$ cat src/rtl/fetch_pkg.sv
// rtl/fetch_pkg.sv - shared types and width helpers for the instruction fetch front end
// Optional perf counters are enabled with FETCH_PERF_EN (see instr_fetch_unit).
package fetch_pkg;

  typedef enum logic [0:0] {
    FETCH      = 1'b0,
    REDIR_WAIT = 1'b1
  } fetch_state_t;

  localparam int INSTR_BYTES = 4;

  function automatic int count_width(input int depth);
    return $clog2(depth + 1);
  endfunction

  function automatic int pend_width(input int max_out);
    return $clog2(max_out + 1);
  endfunction

endpackage

$ cat src/rtl/fetch_fifo.sv
// rtl/fetch_fifo.sv - synchronous prefetch FIFO with flush
// Flush takes priority over push and pop in the same cycle.
module fetch_fifo #(
  parameter int DEPTH = 4,
  parameter int W     = 64
) (
  input  logic                       clk,
  input  logic                       rst,
  input  logic                       push,
  input  logic [W-1:0]               wdata,
  input  logic                       pop,
  input  logic                       flush,
  output logic [W-1:0]               rdata,
  output logic                       full,
  output logic                       empty,
  output logic [$clog2(DEPTH+1)-1:0] count
);

  localparam int AW = $clog2(DEPTH);
  localparam int CW = $clog2(DEPTH + 1);

  logic [W-1:0]  mem [DEPTH];
  logic [AW-1:0] rd_ptr;
  logic [AW-1:0] wr_ptr;
  logic          do_push;
  logic          do_pop;

  assign full    = (count == CW'(DEPTH));
  assign empty   = (count == '0);
  assign do_push = push && !full;
  assign do_pop  = pop && !empty;
  assign rdata   = mem[rd_ptr];

  always_ff @(posedge clk) begin
    if (rst || flush) begin
      rd_ptr <= '0;
      wr_ptr <= '0;
      count  <= '0;
    end else begin
      if (do_push) wr_ptr <= wr_ptr + AW'(1);
      if (do_pop)  rd_ptr <= rd_ptr + AW'(1);
      count <= count + CW'(do_push) - CW'(do_pop);
    end
  end

  always_ff @(posedge clk) begin
    if (do_push) mem[wr_ptr] <= wdata;
  end

endmodule

$ cat src/rtl/instr_fetch_unit.sv
// rtl/instr_fetch_unit.sv - pipelined instruction fetch with prefetch FIFO and redirect handling
// Define FETCH_PERF_EN to add saturating perf_granted/perf_dropped counters.
module instr_fetch_unit
  import fetch_pkg::*;
#(
  parameter int          DEPTH     = 4,
  parameter int          MAX_OUT   = 2,
  parameter logic [31:0] BOOT_ADDR = 32'h0000_0000
) (
  input  logic        CLK,
  input  logic        RES,
  output logic        instr_req,
  output logic [31:0] instr_adr,
  input  logic        instr_gnt,
  input  logic        instr_r_valid,
  input  logic [31:0] instr_read,
  input  logic        branch_valid,
  input  logic [31:0] branch_adr,
  output logic        out_valid,
  input  logic        out_ready,
  output logic [31:0] out_instr,
  output logic [31:0] out_pc
`ifdef FETCH_PERF_EN
  ,
  output logic [31:0] perf_granted,
  output logic [31:0] perf_dropped
`endif
);

  localparam int CW = count_width(DEPTH);
  localparam int PW = pend_width(MAX_OUT);

  fetch_state_t  state_q, state_d;
  logic [31:0]   fetch_adr_q, fetch_adr_d;
  logic [31:0]   resp_pc_q, resp_pc_d;
  logic [31:0]   saved_q, saved_d;
  logic [PW-1:0] pending_q, pending_d;
  logic [PW-1:0] drop_q, drop_d;

  logic [CW-1:0] fifo_count;
  logic          fifo_full;
  logic          fifo_empty;
  logic [63:0]   fifo_rdata;

  logic          can_issue;
  logic          grant;
  logic          held;
  logic          resp;
  logic          discard;
  logic          keep;
  logic [31:0]   branch_tgt;

  // Slots are reserved at request time so a returning word always fits.
  assign can_issue  = (int'(fifo_count) + int'(pending_q) < DEPTH) && (int'(pending_q) < MAX_OUT);
  assign instr_req  = !RES && ((state_q == REDIR_WAIT) || can_issue);
  assign instr_adr  = fetch_adr_q;
  assign grant      = instr_req && instr_gnt;
  assign held       = instr_req && !instr_gnt;
  assign resp       = instr_r_valid && (pending_q != '0);
  assign discard    = resp && (drop_q != '0);
  assign keep       = resp && (drop_q == '0);
  assign branch_tgt = branch_adr & 32'hFFFF_FFFC;

  always_ff @(posedge CLK) begin
    if (RES) begin
      state_q     <= FETCH;
      fetch_adr_q <= BOOT_ADDR;
      resp_pc_q   <= BOOT_ADDR;
      saved_q     <= BOOT_ADDR;
      pending_q   <= '0;
      drop_q      <= '0;
    end else begin
      state_q     <= state_d;
      fetch_adr_q <= fetch_adr_d;
      resp_pc_q   <= resp_pc_d;
      saved_q     <= saved_d;
      pending_q   <= pending_d;
      drop_q      <= drop_d;
    end
  end

  always_comb begin
    state_d     = state_q;
    fetch_adr_d = fetch_adr_q;
    resp_pc_d   = resp_pc_q;
    saved_d     = saved_q;
    pending_d   = pending_q + PW'(grant) - PW'(resp);
    drop_d      = drop_q - PW'(discard);

    if (keep) resp_pc_d = resp_pc_q + 32'(INSTR_BYTES);

    if (grant) begin
      if (state_q == REDIR_WAIT) begin
        // The held request was issued before the redirect, so its word is stale.
        fetch_adr_d = saved_q;
        drop_d      = drop_d + PW'(1);
        state_d     = FETCH;
      end else begin
        fetch_adr_d = fetch_adr_q + 32'(INSTR_BYTES);
      end
    end

    if (branch_valid) begin
      drop_d    = pending_d;
      resp_pc_d = branch_tgt;
      if (held) begin
        state_d = REDIR_WAIT;
        saved_d = branch_tgt;
      end else begin
        fetch_adr_d = branch_tgt;
        state_d     = FETCH;
      end
    end
  end

  fetch_fifo #(
    .DEPTH (DEPTH),
    .W     (64)
  ) u_fifo (
    .clk   (CLK),
    .rst   (RES),
    .push  (keep && !fifo_full),
    .wdata ({instr_read, resp_pc_q}),
    .pop   (out_valid && out_ready),
    .flush (branch_valid),
    .rdata (fifo_rdata),
    .full  (fifo_full),
    .empty (fifo_empty),
    .count (fifo_count)
  );

  assign out_valid = !fifo_empty;
  assign out_instr = fifo_empty ? 32'h0 : fifo_rdata[63:32];
  assign out_pc    = fifo_empty ? 32'h0 : fifo_rdata[31:0];

`ifdef FETCH_PERF_EN
  always_ff @(posedge CLK) begin
    if (RES) begin
      perf_granted <= 32'h0;
      perf_dropped <= 32'h0;
    end else begin
      if (grant && perf_granted != 32'hFFFF_FFFF) perf_granted <= perf_granted + 32'd1;
      if (discard && perf_dropped != 32'hFFFF_FFFF) perf_dropped <= perf_dropped + 32'd1;
    end
  end
`endif

endmodule

$ cat config.mk
export PLATFORM = sky130hd
export DESIGN_NAME = instr_fetch_unit
export DESIGN_NICKNAME = d
export VERILOG_FILES = /design/src/rtl/fetch_pkg.sv /design/src/rtl/fetch_fifo.sv /design/src/rtl/instr_fetch_unit.sv
export SDC_FILE = /design/constraint.sdc
export NUM_CORES = 1
export LEC_CHECK = 0
export CAP_MARGIN = 20
export CORE_UTILIZATION = 40
export CTS_CLUSTER_DIAMETER = 100
export CTS_CLUSTER_SIZE = 12
export DETAILED_ROUTE_END_ITERATION = 8
export PLACE_DENSITY = 0.64
export SLEW_MARGIN = 20
export SYNTH_ARGS = -nofsm -noshare
export SYNTH_HDL_FRONTEND = slang
export SYNTH_HIERARCHICAL = 1
export SYNTH_SLANG_ARGS = --single-unit
$ cat constraint.sdc
create_clock -name CLK -period 5.2 [get_ports CLK]
set_input_delay 1.04 -clock CLK [delete_from_list [all_inputs] [get_ports CLK]]
set_output_delay 1.04 -clock CLK [all_outputs]
set_load 0.01 [all_outputs]
==> metrics, run 1 <==
status finished clean; P&R area growth vs syn 21.1%; RSZ-0062 raised after global routing no; clk buf depth 3; routed wire length about 36 mm; crit path capture type primary output; # hold bufs at CTS 0; Slew HR between 20% and 30%; Worst Tran Pin Value about 1.1 ns; Peak VDD IR 0.210 mV; drt pass-1 iters 5; Seq. cell area 9810 um^2; yosys synthesis warning count 6; Core Rows between 70 and 80; number of antenna violations at the first check in global routing 0; syn_area_per_cell approximately 13 um^2; Core Util, Final 49.5%; Root Driver clkbuf_16; TNS Setup 0 ns; post-DP HPWL between 20 and 25 mm; CTS resizes 0; Placed Cells between 1,500 and 2,000; CTS tree done; WL/cell 19.7 um; Port Buffers ~170; DIE WIDTH just under 200 um; RePlAce Congestion about 0.97; Synth Flop Type edfxtp_1; minimum clock period 3.97 ns; chip height approximately 200 um; max-cap viol count 0; initial core utilization between 40% and 50%; pre-CTS setup slack 1.20 ns; Congestion Overflow GR 0; post-synthesis sequential area ratio 63.3%; Lkg Pwr 5.95 nW; CP arrival roughly 2.9 ns; largest net degree at the start of global routing 76; final std cells w/o fill roughly 1,800; Diodes inserted 0; pwr/cell area between 300 and 400 nW/um^2; placed cell area roughly 18,000 um^2; post-CTS setup buffer count 0; worst endpoint required time ~4.2 ns; Total GRT Usage about a fifth; post-route ant nets 0; Final setup viols 0; via count between 10,000 and 15,000; fin crit share 76.4%; fin nets 1,397; Hold Fails Final Rpt 0; Hold WC Path Type flop to flop; core area between 30,000 and 40,000 um^2; Fin Clk Skew 0.0225 ns; crit path launch type flop; layout cells sized above 1 11.6%; Clk Latency, worst-skew pair approximately 0.53 ns; clk slew on worst S/H paths ~0.06 ns; filler cell count around 3,300; Yosys cell types 81; Max Fanout on Critical Path 37; synthesized area 15,500 um^2; critical path class flop to primary output; Overall Power 6.67 mW; wire length of the first global-routing pass between 50 and 60 mm; Post-synth EDFFs approximately 260; CTS Buf Count 36; via/cell ratio roughly 5.5; #FFs+latches synth around 360; clk sinks between 300 and 400; Setup WS post-layout ~1.2 ns; Mapped Cells about 1,100; Max Freq roughly 250 MHz; DRC errors left 0; final instance area 18,800 um^2; Max Slew Vio Count 0; initial drt markers roughly 700; I/O pin total about 170; worst hold slack roughly 0.46 ns; Die ar. ~40,000 um^2; footprint of the multi-input gates between 5000 and 6000 um^2; number of global-route vias before repair between 9,000 and 10,000; # H-tree levels 2; Synth async-reset ratio 0%
power by group:
group          internal, mW  switching (mW)  leakage (nW)  total (mW)
Clock                  1.34            1.04         0.502        2.38
Combinational         0.414           0.471          2.25       0.885
Sequential             3.29           0.122          3.20        3.41
metal layers:
layer  wire length [um]  global-route usage (%)  up-vias
met4                560                    4.50        0
met3               2780                    4.14       45
met5                  0                       0        -
li1                   -                       -     4723
met1              16600                    26.4     4911
met2              16400                    29.0      372
synthesized netlist by cell type, types with 4 or more instances:
cell type	instances	area share [%]
ha_1	12	0.97
a21o_1	4	0.19
xor2_1	6	0.34
nor2b_1	71	2.9
inv_1	23	0.56
a32o_1	9	0.58
clkbuf_1	41	0.99
nor3_1	20	0.65
nor4_1	14	0.57
o21ai_0	36	1.2
or3_1	9	0.36
and3_1	11	0.44
buf_2	11	0.36
o22ai_1	5	0.20
nand4_1	20	0.81
and2_1	10	0.40
mux2i_1	7	0.45
edfxtp_1	256	50
dfxtp_1	106	14
and4_1	4	0.23
a211oi_1	24	1.2
buf_1	10	0.24
a21oi_1	58	1.9
nand3_1	20	0.65
a221oi_1	4	0.23
mux4_2	64	9.3
buf_6	6	0.44
and3_2	4	0.19
nor2_1	60	1.5
a311oi_1	9	0.51
xnor2_1	27	1.5
a31oi_1	10	0.40
nand2_1	111	2.7
area by class of cell:
class | instances | share of cell area (%)
flip-flops and latches | 362 | 52.3
multi-input cells | 700 | 28.4
repair buffers | 189 | 9.87
clock buffers | 54 | 5.39
well taps | 511 | 3.41
inverters | 25 | 0.500
clock inverters | 3 | 0.160
state kept, by name, indices dropped and copies added (netlist names), named ones only:
signal	cells
pending_q	2
drop_q	2
u_fifo/rd_ptr	2
instr_adr	32
u_fifo/wr_ptr	2
state_q	1
saved_q	30
u_fifo/count	3
resp_pc_q	30
u_fifo/mem	256
final timing paths:
check                        from  cells after the start  slack, ns         endpoint
hold reg to reg       saved_q[19]                      2       0.46      saved_q[19]
setup / recovery             flop                      4       1.23        out_pc[8]
setup reg to reg  u_fifo/count[1]                     11       2.18  u_fifo/count[2]
hold / removal        saved_q[19]                      2       0.46      saved_q[19]
cell usage in the layout, fill, tap and decap left out, types with 11 or more instances in the layout:
cell	count
nand4_1	20
clkdlybuf4s50_1	164
edfxtp_1	256
a21oi_1	58
ha_1	12
o21ai_0	36
xnor2_1	27
nor2b_1	71
and3_1	11
nand2_1	111
nand3_1	20
nor4_1	13
dfxtp_1	104
nor2_1	60
a211oi_1	24
inv_1	23
mux4_2	64
nor3_1	19
buf_4	22
clkbuf_1	16
clkbuf_16	38
critical path, stage by stage, from the launching register on:
cell             delay (ns)
dfxtp_4                0.84
buf_12                 0.34
mux4_2                 0.52
nor2b_1                0.16
clkdlybuf4s50_1        0.52
kinds of logic (layout without fill, tap and decap cells):
kind of cell               Yosys count  count (layout)  share of synthesized area, %
xor gates and xnor gates            33              33                          1.87
and+or+nand+nor                    380             380                          12.9
DFF                                362             362                          63.3
muxes                               71              71                          9.75
adders and majority gates           13              13                          1.10
AOI/OAI and AO/OA                  195             195                          8.40
other                                1               8                        0.0242
buffers and inverters               94             271                          2.68
Power figures use the tool's default switching activity.
==> inputs of run 2 (changes only) <==
--- a/config.mk
+++ b/config.mk
@@ -10,7 +10,7 @@
 export CTS_CLUSTER_DIAMETER = 100
 export CTS_CLUSTER_SIZE = 12
 export DETAILED_ROUTE_END_ITERATION = 8
-export PLACE_DENSITY = 0.64
+export PLACE_DENSITY = 0.66
 export SLEW_MARGIN = 20
 export SYNTH_ARGS = -nofsm -noshare
 export SYNTH_HDL_FRONTEND = slang
==> constraint.sdc (replaced) <==
create_clock -name CLK -period 3.4 [get_ports CLK]
set_input_delay 0.68 -clock CLK [delete_from_list [all_inputs] [get_ports CLK]]
set_output_delay 0.68 -clock CLK [all_outputs]
set_load 0.01 [all_outputs]
==> metrics, run 2 (synthesis results as in run 1) <==
RePlAce Congestion 0.923 (-4.5%); crit path capture type primary output; post-DP HPWL 23.8 mm (+1.7%); minimum clock period 3.23 ns; Clk Latency, worst-skew pair 0.52 ns (about the same); Congestion Overflow GR 0 (unchanged); CTS tree done; initial core utilization 40.8% (unchanged); Core Util, Final 50.0% (+0.50 points); CP arrival 2.55 ns (-0.38 ns); routed wire length 37.0 mm (+1.8%); largest net degree at the start of global routing 66 (-13%); commonest non-fill, non-tap cells in the layout edfxtp_1, clkdlybuf4s50_1, nand2_1; max-cap viol count 0 (unchanged); chip height 199 um (unchanged); Peak VDD IR 0.275 mV (+31%); core area 37,900 um^2 (unchanged); WL/cell 19.9 um (+0.94%); Max Slew Vio Count 0 (unchanged); fin crit share between 90% and 100%; Placed Cells 1,796 (+0.50%); Largest register FFs 256 (unchanged); fin nets 1,409 (+0.86%); Hold Fails Final Rpt 0 (unchanged); final instance area 19,000 um^2 (+1.0%); worst hold slack 0.456 ns (+0.000274 ns); final std cells w/o fill 1,860 (+0.87%); initial drt markers 776 (+8.1%); CTS resizes 0 (unchanged); Core Rows 71 (unchanged); wire length of the first global-routing pass 57.2 mm (+1.5%); DIE WIDTH 199 um (unchanged); Root Driver clkbuf_16; filler cell count 3,277 (+0.031%); drt pass-1 iters 5 (unchanged); Max Freq between 300 and 400 MHz; I/O pin total 168 (unchanged); pwr/cell area 541 nW/um^2 (+52%); placed cell area 17,900 um^2 (+0.96%); via count 10,200 (+1.8%); crit path launch type flop; Lkg Pwr 6.03 nW (+1.4%); clk sinks 362 (unchanged); status finished clean; P&R area growth vs syn 22.3%; CTS Buf Count 36 (unchanged); worst endpoint required time 2.72 ns (-1.44 ns); # H-tree levels 2 (unchanged); Diodes inserted 0 (unchanged); Fin Clk Skew 0.0170 ns (-0.00557 ns); RSZ-0062 raised after global routing no; DRC errors left 0 (unchanged); TNS Setup 0 ns (unchanged); Slew HR 33.9% (+7.0 points); Die ar. 39,500 um^2 (unchanged); Max Fanout on Critical Path 6 (-84%); critical path class flop to primary output; number of global-route vias before repair 10,000 (+2.7%); commonest non-fill, non-tap cell in the layout edfxtp_1; Hold WC Path Type flop to flop; Final setup viols 0 (unchanged); Worst Tran Pin Value 0.990 ns (-0.104 ns); clk slew on worst S/H paths 0.06 ns (about the same); Largest Register u_fifo/mem; layout cells sized above 1 12.2% (+0.60 points); Port Buffers 165 (unchanged); number of antenna violations at the first check in global routing 0 (unchanged); via/cell ratio 5.50 (+0.89%); Total GRT Usage 18.9% (+0.28 points); clk buf depth 3 (unchanged); post-route ant nets 0 (unchanged)
-- run 2: changes by cell type in the layout (fill, tap and decap cells not counted), sizes merged --
| cell | delta |
|---|---|
| clkbuf | +4 |
| clkinv | -1 |
| inv | +1 |
| buf | +12 |
-- run 2: layout make-up --
type                    count  area [um^2]  area share (%)
inverters                  25         93.8           0.495
clock buffers              58         1000            5.30
repair buffers            201         2050            10.8
flip-flops and latches    362         9810            51.8
well taps                 511          639            3.37
clock inverters             3         33.8           0.178
multi-input cells         700         5310            28.0
-- run 2: power by group --
part	switching, mW	internal (mW)
registers	0.191	5.03
clock network	1.60	2.03
logic	0.722	0.679
-- run 2: final timing paths --
kind / from / cells past startpoint / slack, ns / end
hold reg to reg: saved_q[24] / 2 / 0.46 / saved_q[24]
hold / removal: saved_q[24] / 2 / 0.46 / saved_q[24]
setup reg to reg: u_fifo/count[1] / 8 / 0.95 / instr_adr[6]
setup / recovery: u_fifo/count[1] / 6 / 0.17 / instr_req
-- run 2: routing by layer --
layer	vias up	share of wire, %	routed length, um	track usage, %
li1	4732	-	-	-
met3	48	7.4	2730	3.24
met5	-	0	0	0
met4	0	1.5	562	4.36
met2	432	46	16900	30.0
met1	5016	45	16800	27.1
-- run 2: through the flow --
step	setup WS (ns)	total power, mW
finish	0.174	10.2
global route	0.0243	10.7
floorplan	0.645	6.05
CTS	0.0319	10.4
detailed placement	0.272	6.72
global placement	0.261	6.68
-- run 2: critical path, stage by stage, from the launching register on --
cell and delay, ns:
dfxtp_1 0.45, ha_1 0.29, nand3_1 0.20, a21oi_1 0.11, or2_2 0.38, inv_1 0.08
clkdlybuf4s50_1 0.53
-- run 2: what timing repair did --
item,4_1_cts,5_1_grt
buffers inserted,0,3
endpoints found under the setup margin,0,22
hold buffers,0,0
==> inputs of run 3 (changes only) <==
--- a/config.mk
+++ b/config.mk
@@ -16,3 +16,4 @@
 export SYNTH_HDL_FRONTEND = slang
 export SYNTH_HIERARCHICAL = 1
 export SYNTH_SLANG_ARGS = --single-unit
+export TNS_END_PERCENT = 10
==> results of run 3 <==
The final DEF is identical to that of run 2; final timing and power are the same.
